<file path="src/rtl/rx_frame_filter.sv">
// Destination-address filter behind the frame reception FSM: classifies each finished
// frame, queues accepted headers for the host and keeps saturating statistics.
module rx_frame_filter #(
    parameter int FIFO_DEPTH = 4,
    parameter int CNT_WIDTH  = 16
) (
    input  logic                 clk,
    input  logic                 rst,
    input  logic [47:0]          cfg_station_mac,
    input  logic                 cfg_promisc,
    input  logic                 cfg_accept_bcast,
    input  logic                 cfg_accept_mcast,
    input  logic                 in_done,
    input  logic                 in_frame_valid,
    input  logic [47:0]          in_dest_mac,
    input  logic [47:0]          in_src_mac,
    input  logic [15:0]          in_eth_type,
    output logic                 out_valid,
    input  logic                 out_ready,
    output logic [47:0]          out_dest_mac,
    output logic [47:0]          out_src_mac,
    output logic [15:0]          out_eth_type,
    output logic [1:0]           out_match,
    output logic                 fifo_full,
    input  logic                 cnt_clear,
    output logic [CNT_WIDTH-1:0] cnt_accepted,
    output logic [CNT_WIDTH-1:0] cnt_filtered,
    output logic [CNT_WIDTH-1:0] cnt_crc_err,
    output logic [CNT_WIDTH-1:0] cnt_overflow
);

    localparam int AW = $clog2(FIFO_DEPTH);

    localparam logic [1:0] CLS_UCAST   = 2'd0;
    localparam logic [1:0] CLS_BCAST   = 2'd1;
    localparam logic [1:0] CLS_MCAST   = 2'd2;
    localparam logic [1:0] CLS_PROMISC = 2'd3;

    localparam logic [AW-1:0]        PTR_ONE   = AW'(1);
    localparam logic [AW:0]          CNT_INC   = (AW + 1)'(1);
    localparam logic [AW:0]          DEPTH_CNT = (AW + 1)'(FIFO_DEPTH);
    localparam logic [CNT_WIDTH-1:0] STAT_ONE  = CNT_WIDTH'(1);

    logic [47:0] dest_mem  [FIFO_DEPTH];
    logic [47:0] src_mem   [FIFO_DEPTH];
    logic [15:0] type_mem  [FIFO_DEPTH];
    logic [1:0]  match_mem [FIFO_DEPTH];

    logic [AW-1:0] wr_ptr, rd_ptr;
    logic [AW:0]   count, count_next;

    logic       is_bcast, is_mcast;
    logic       accept, crc_drop, filt_drop;
    logic [1:0] cls;
    logic       push, pop, overflow;

    assign is_bcast = &in_dest_mac;
    assign is_mcast = in_dest_mac[40] && !is_bcast;

    // First match wins; a disabled broadcast/multicast falls through to the promiscuous rule.
    // NOTE: every always_comb output gets a default first, otherwise a latch is inferred.
    always_comb begin
        accept    = 1'b0;
        crc_drop  = 1'b0;
        filt_drop = 1'b0;
        cls       = CLS_UCAST;
        if (in_done) begin
            if (!in_frame_valid) begin
                crc_drop = 1'b1;
            end else if (is_bcast && cfg_accept_bcast) begin
                accept = 1'b1;
                cls    = CLS_BCAST;
            end else if (is_mcast && cfg_accept_mcast) begin
                accept = 1'b1;
                cls    = CLS_MCAST;
            end else if (in_dest_mac == cfg_station_mac) begin
                accept = 1'b1;
                cls    = CLS_UCAST;
            end else if (cfg_promisc) begin
                accept = 1'b1;
                cls    = CLS_PROMISC;
            end else begin
                filt_drop = 1'b1;
            end
        end
    end

    assign pop      = out_valid && out_ready;
    assign push     = accept && (!fifo_full || pop);
    assign overflow = accept && !push;

    always_comb begin
        count_next = count;
        if (push && !pop) begin
            count_next = count + CNT_INC;
        end else if (pop && !push) begin
            count_next = count - CNT_INC;
        end
    end

    // NOTE: storage is reset so the head outputs read zero out of reset; it is only a few entries.
    always_ff @(posedge clk) begin
        if (rst) begin
            for (int i = 0; i < FIFO_DEPTH; i++) begin
                dest_mem[i]  <= '0;
                src_mem[i]   <= '0;
                type_mem[i]  <= '0;
                match_mem[i] <= '0;
            end
        end else if (push) begin
            dest_mem[wr_ptr]  <= in_dest_mac;
            src_mem[wr_ptr]   <= in_src_mac;
            type_mem[wr_ptr]  <= in_eth_type;
            match_mem[wr_ptr] <= cls;
        end
    end

    // NOTE: sequential state uses non-blocking assignments so every flop samples pre-edge values.
    always_ff @(posedge clk) begin
        if (rst) begin
            wr_ptr    <= '0;
            rd_ptr    <= '0;
            count     <= '0;
            out_valid <= 1'b0;
            fifo_full <= 1'b0;
        end else begin
            if (push) wr_ptr <= wr_ptr + PTR_ONE;
            if (pop)  rd_ptr <= rd_ptr + PTR_ONE;
            count     <= count_next;
            out_valid <= (count_next != '0);
            fifo_full <= (count_next == DEPTH_CNT);
        end
    end

    assign out_dest_mac = dest_mem[rd_ptr];
    assign out_src_mac  = src_mem[rd_ptr];
    assign out_eth_type = type_mem[rd_ptr];
    assign out_match    = match_mem[rd_ptr];

    function automatic logic [CNT_WIDTH-1:0] sat_inc(input logic [CNT_WIDTH-1:0] v);
        return (&v) ? v : v + STAT_ONE;
    endfunction

    // A clear wins over any increment on the same edge.
    always_ff @(posedge clk) begin
        if (rst || cnt_clear) begin
            cnt_accepted <= '0;
            cnt_filtered <= '0;
            cnt_crc_err  <= '0;
            cnt_overflow <= '0;
        end else begin
            if (push)      cnt_accepted <= sat_inc(cnt_accepted);
            if (filt_drop) cnt_filtered <= sat_inc(cnt_filtered);
            if (crc_drop)  cnt_crc_err  <= sat_inc(cnt_crc_err);
            if (overflow)  cnt_overflow <= sat_inc(cnt_overflow);
        end
    end

endmodule

</file>
<file path="config.mk">
export PLATFORM = sky130hd
export DESIGN_NAME = rx_frame_filter
export DESIGN_NICKNAME = d
export VERILOG_FILES = /design/src/rtl/rx_frame_filter.sv
export SDC_FILE = /design/constraint.sdc
export NUM_CORES = 1
export LEC_CHECK = 0
export ABC_CLOCK_PERIOD_IN_PS = 11050
export CORE_MARGIN = 2
export CORE_UTILIZATION = 54
export CTS_CLUSTER_DIAMETER = 40
export DETAILED_ROUTE_END_ITERATION = 12
export GPL_ROUTABILITY_DRIVEN = 0
export HOLD_SLACK_MARGIN = 0.12
export PLACE_DENSITY_LB_ADDON = 0.1
export SYNTH_ARGS = -nofsm -noshare
export SYNTH_HDL_FRONTEND = slang
export SYNTH_SLANG_ARGS = --single-unit
</file>
<file path="constraint.sdc">
create_clock -name clk -period 11.05 [get_ports clk]
set_input_delay 1.6575 -clock clk [delete_from_list [all_inputs] [get_ports clk]]
set_output_delay 1.6575 -clock clk [all_outputs]
set_load 0.05 [all_outputs]
</file>
# After elaboration in Yosys (flattened, before gate mapping)
# Memories as Yosys holds them, arrays and structs flattened. A register that Yosys moved wholly into a read port is not among the register bits.
# Index checks and enable logic that the tools add are counted.
totals:
  register_bits: 73
  ram_bits: 456
  input_bits: 169
  output_inout_bits: 180
  elab_cells: 102
  memories: 4
memory_table:
  columns: ["memory", "words", "word_bits", "rd", "rd_ports_with_merged_regs", "write_ports", "line", "source"]
  rows:
  - ["dest_mem", 4, 48, 1, 1, 4, "44", "logic [47:0] dest_mem [FIFO_DEPTH];"]
  - ["src_mem", 4, 48, 1, 1, 4, "45", "logic [47:0] src_mem [FIFO_DEPTH];"]
  - ["type_mem", 4, 16, 1, 1, 4, "46", "logic [15:0] type_mem [FIFO_DEPTH];"]
  - ["match_mem", 4, 2, 1, 1, 4, "47", "logic [1:0] match_mem [FIFO_DEPTH];"]
op_classes:
  add_sub_neg: 8
  n_eq_ne: 2
  muxes: 47
  n_bitwise: 4
  reduce_logical: 28
op_table:
  columns: ["operator", "count"]
  rows:
  - ["two-way mux 48 bit", 2]
  - ["OR reduction 48 bit", 2]
  - ["adder 16 x 1 -> 16 bit (second input constant)", 4]
  - ["AND reduction 16 bit", 4]
  - ["equality test 48 bit", 1]
  - ["AND reduction 48 bit", 1]
  - ["two-way mux 2 bit", 19]
  - ["two-way mux 1 bit", 23]
  - ["two-way mux 16 bit", 1]
  - ["OR reduction 16 bit", 1]
  - ["logical AND 1 bit", 8]
  - ["AND reduction 2 bit", 4]
  - ["two-way mux 3 bit", 2]
  - ["adder 2 x 1 -> 2 bit (second input constant)", 2]
  - ["logical NOT 1 bit", 4]
  - ["NOT 1 bit", 4]
  - ["adder 3 x 1 -> 3 bit (second input constant)", 1]
  - ["equality test 3 bit (second input constant)", 1]
  - ["nonzero test 3 bit", 1]
  - ["subtractor 3 x 1 -> 3 bit (second input constant)", 1]
  - ["logical OR 1 bit", 2]
  - ["OR reduction 2 bit", 1]

# Depth between registers and ports, before layout
depth:
  word_depth: 14
  depth_mapped: 11
  ltp_nobuf: 8

# Worst setup path before layout
# Ideal clock, no wire load.
synth_path:
  path_kind: "input port to flip-flop"
  start: "input cfg_station_mac[13]"
  end: "memory dest_mem[1][0], enable pin"
  setup_ps: 611
  t_arrival_ps: 8192
  required_time_ps: 10439
  slack_ps: 2247
  cell_stages: 7
  n_path_buf: 0
  path_cell_list: "xnor2_1 nand4_1 nor4_1 a31oi_1 a21oi_2 nand2_1 o21bai_1"
synth_lines:
  columns: ["element", "line", "source"]
  rows:
  - ["start: declaration", "9", "input logic [47:0] cfg_station_mac,"]
  - ["end: declaration", "44", null]

==> metrics <==
Area Growth Syn to Fin=26.7%; DRC viols=0; Clk pin slew, worst setup/hold paths=0.06 ns; io pins=349; power consumption=between 5 and 6 mW; final setup fails=0; syn_area_per_cell=around 13 um2; Worst Setup End Kind=flop; max cap viols=0; synthesis-stage register bit count=approximately 530; Slew Limit Fails=0; port bufs=roughly 350; fin crit share=53.8%; clock root buffer=clkbuf_16; clock skew=between 0.01 and 0.015 ns; EDFF count, synth=approximately 460; max_slew headroom=between 20% and 30%; Initial Util=54.4%; register area share after synthesis=approximately two thirds; clock latency on the worst-skew pair=about 0.57 ns; Pleak=around 11 nW; via count of the routed design=~15000; DRT Pass-1 Iters=5; clock sink count=roughly 530; syn nets=1906; post-cts resize count=0; maximum vdd drop=0.139 mV; Final Non-Filler Cells=about 2700; P per Cell Area=between 150 and 200 nW/um2; worst-path maximum fanout=between 60 and 70; CP required=~11 ns; Core Region=about 43000 um2; fmax=0.168 GHz; initial antenna violation count=3; Cells after Synth=~1700; Final Hold Fails=0; dpl cells=between 2000 and 3000; wire length per cell=about 22 um; first-pass GRT wire length=about 89000 um; Layout Nets=approximately 2200; setup bufs post-CTS=0; crit path kind=in -> reg; vias in the first global route=approximately 15000; largest cells by area after synthesis=edfxtp_1 59%, mux4_2 11%, dfxtp_1 6.4%; GRT Total Usage=26.4%; chip width=212 um; outcome=complete, no violations; Synth area leader=edfxtp_1; setup TNS=0 ns; Avg Vias per Cell=approximately 5.6; DP HPWL=between 30000 and 40000 um; DRT antenna net count=0; DIE HEIGHT=roughly 210 um; crit path DAT=approximately 6 ns; startpoint types=input port; FFs w/ async S/R, synth=0%; CTS tree=yes; Post-CTS Hold Buffers=0; Site Rows=between 70 and 80; DP Worst Slack=4.56 ns; H-tree levels=3; largest net degree at the start of global routing=97; DRT Wirelength=58300 um; gr ovfl total=0; final core utilization=~69%; # diodes=0; fin crit period=slightly below 6 ns; fin worst setup slack=about 5 ns; TritonCTS buffer count=70; Worst Tran Pin Value=about 1.1 ns; share of cells above drive strength 1=about an eighth; die footprint=about 45000 um2; Iter 0 DRT Violations=~1100; Top FF cell, synth=edfxtp_1; type of the tightest min-delay check=reg -> reg; RSZ-0062 raised after global routing=false; Unique masters post-synth=51; Clock Path Buffers=3; Yosys top cell area share=between 50 and 60%; area of the mapped netlist=between 20000 and 25000 um2; Synth warnings=0
## area by class of cell
class                           instances  area, um2
Clock buffer                           82       1860
Clock inverter                         42        419
Fill cell                            3057      13300
Inverter                              127        477
Multi-Input combinational cell        967       7220
Sequential cell                       531      15200
Tap cell                              546        683
Timing Repair Buffer                  369       3640
## report_power, final
part           internal (mW)  switching, mW
clock network           1.34          0.871
logic                  0.390          0.628
registers               2.27         0.0486
total                   3.99           1.55
## cell families after synthesis
family | share of synthesized area, %
DFF | 65.3
xor gates and xnor gates | 3.61
muxes | 11.5
and+or+nand+nor | 13.9
adders and majority gates | 0.322
AOI/OAI and AO/OA | 1.36
buffers and inverters | 4.05
## synth_stat cells (18+ instances only)
| library cell | count |
|---|---|
| dfxtp_1 | 75 |
| nand2_1 | 157 |
| inv_1 | 127 |
| mux4_2 | 114 |
| and3_1 | 116 |
| nand3_1 | 18 |
| nand4_1 | 42 |
| xnor2_1 | 72 |
| edfxtp_1 | 456 |
| xor2_1 | 24 |
| nor2_1 | 302 |
| clkbuf_1 | 72 |
## sequential cells by signal, indices dropped and copies added, names as in the netlist, 3 cells and up, named ones only
register	count
type_mem	64
cnt_crc_err	16
dest_mem	192
count	3
match_mem	8
src_mem	192
cnt_overflow	16
cnt_filtered	16
cnt_accepted	16
## critical path: stages
cell and delay [ns]:
clkdlybuf4s50_1 0.49, xnor2_1 0.47, nand4_1 0.18, nor4_1 0.38, a31oi_1 0.37, a221oi_2 0.33, buf_4 0.24, nor2b_4 0.74
nand2_1 0.26, nand2b_4 0.14, buf_4 0.73
## layer usage
metal | track usage [%] | wire length [um] | up-vias
met5 | 0 | 38 | -
met4 | 8.98 | 1610 | 6
met3 | 6.08 | 4410 | 108
met2 | 43.4 | 28700 | 544
met1 | 35.0 | 23500 | 7441
li1 | - | - | 6930
## final timing paths
kind,startpoint,endpoint,slack (ns),cells past startpoint
worst min register to register,cnt_crc_err[9],cnt_crc_err[9],0.50,2
worst min-delay path,cnt_crc_err[9],cnt_crc_err[9],0.50,2
worst max-delay path,in_dest_mac[29],type_mem[0][12],5.10,11
worst max register to register,out_valid,type_mem[0][12],7.68,7
## metrics by stage
| stage | hold slack (ns) | cell area, um2 |
|---|---|---|
| 2_1_floorplan | 0.485 | 23300 |
| 3_3_place_gp | 0.478 | 27200 |
| 3_5_place_dp | 0.490 | 27200 |
| 4_1_cts | 0.503 | 29500 |
| 5_1_grt | 0.523 | 29500 |
| 6_report | 0.504 | 29500 |
## cell usage in the layout (no fill, tap or decap), types with 6 or more instances in the layout
cell	n
clkinvlp_4	12
nor2_1	301
edfxtp_1	456
nor4_1	13
clkbuf_16	73
nand3_1	18
buf_4	21
dfxtp_1	73
xnor2_1	72
inv_6	8
mux4_2	114
mux2i_1	11
clkbuf_1	9
o31ai_1	6
and3_1	116
nand2_1	157
or3_1	17
clkinv_2	10
a21oi_1	8
inv_1	127
clkdlybuf4s50_1	348
xor2_1	24
ha_1	6
nand4_1	42
Note: power is estimated with default switching activity, not from simulation.
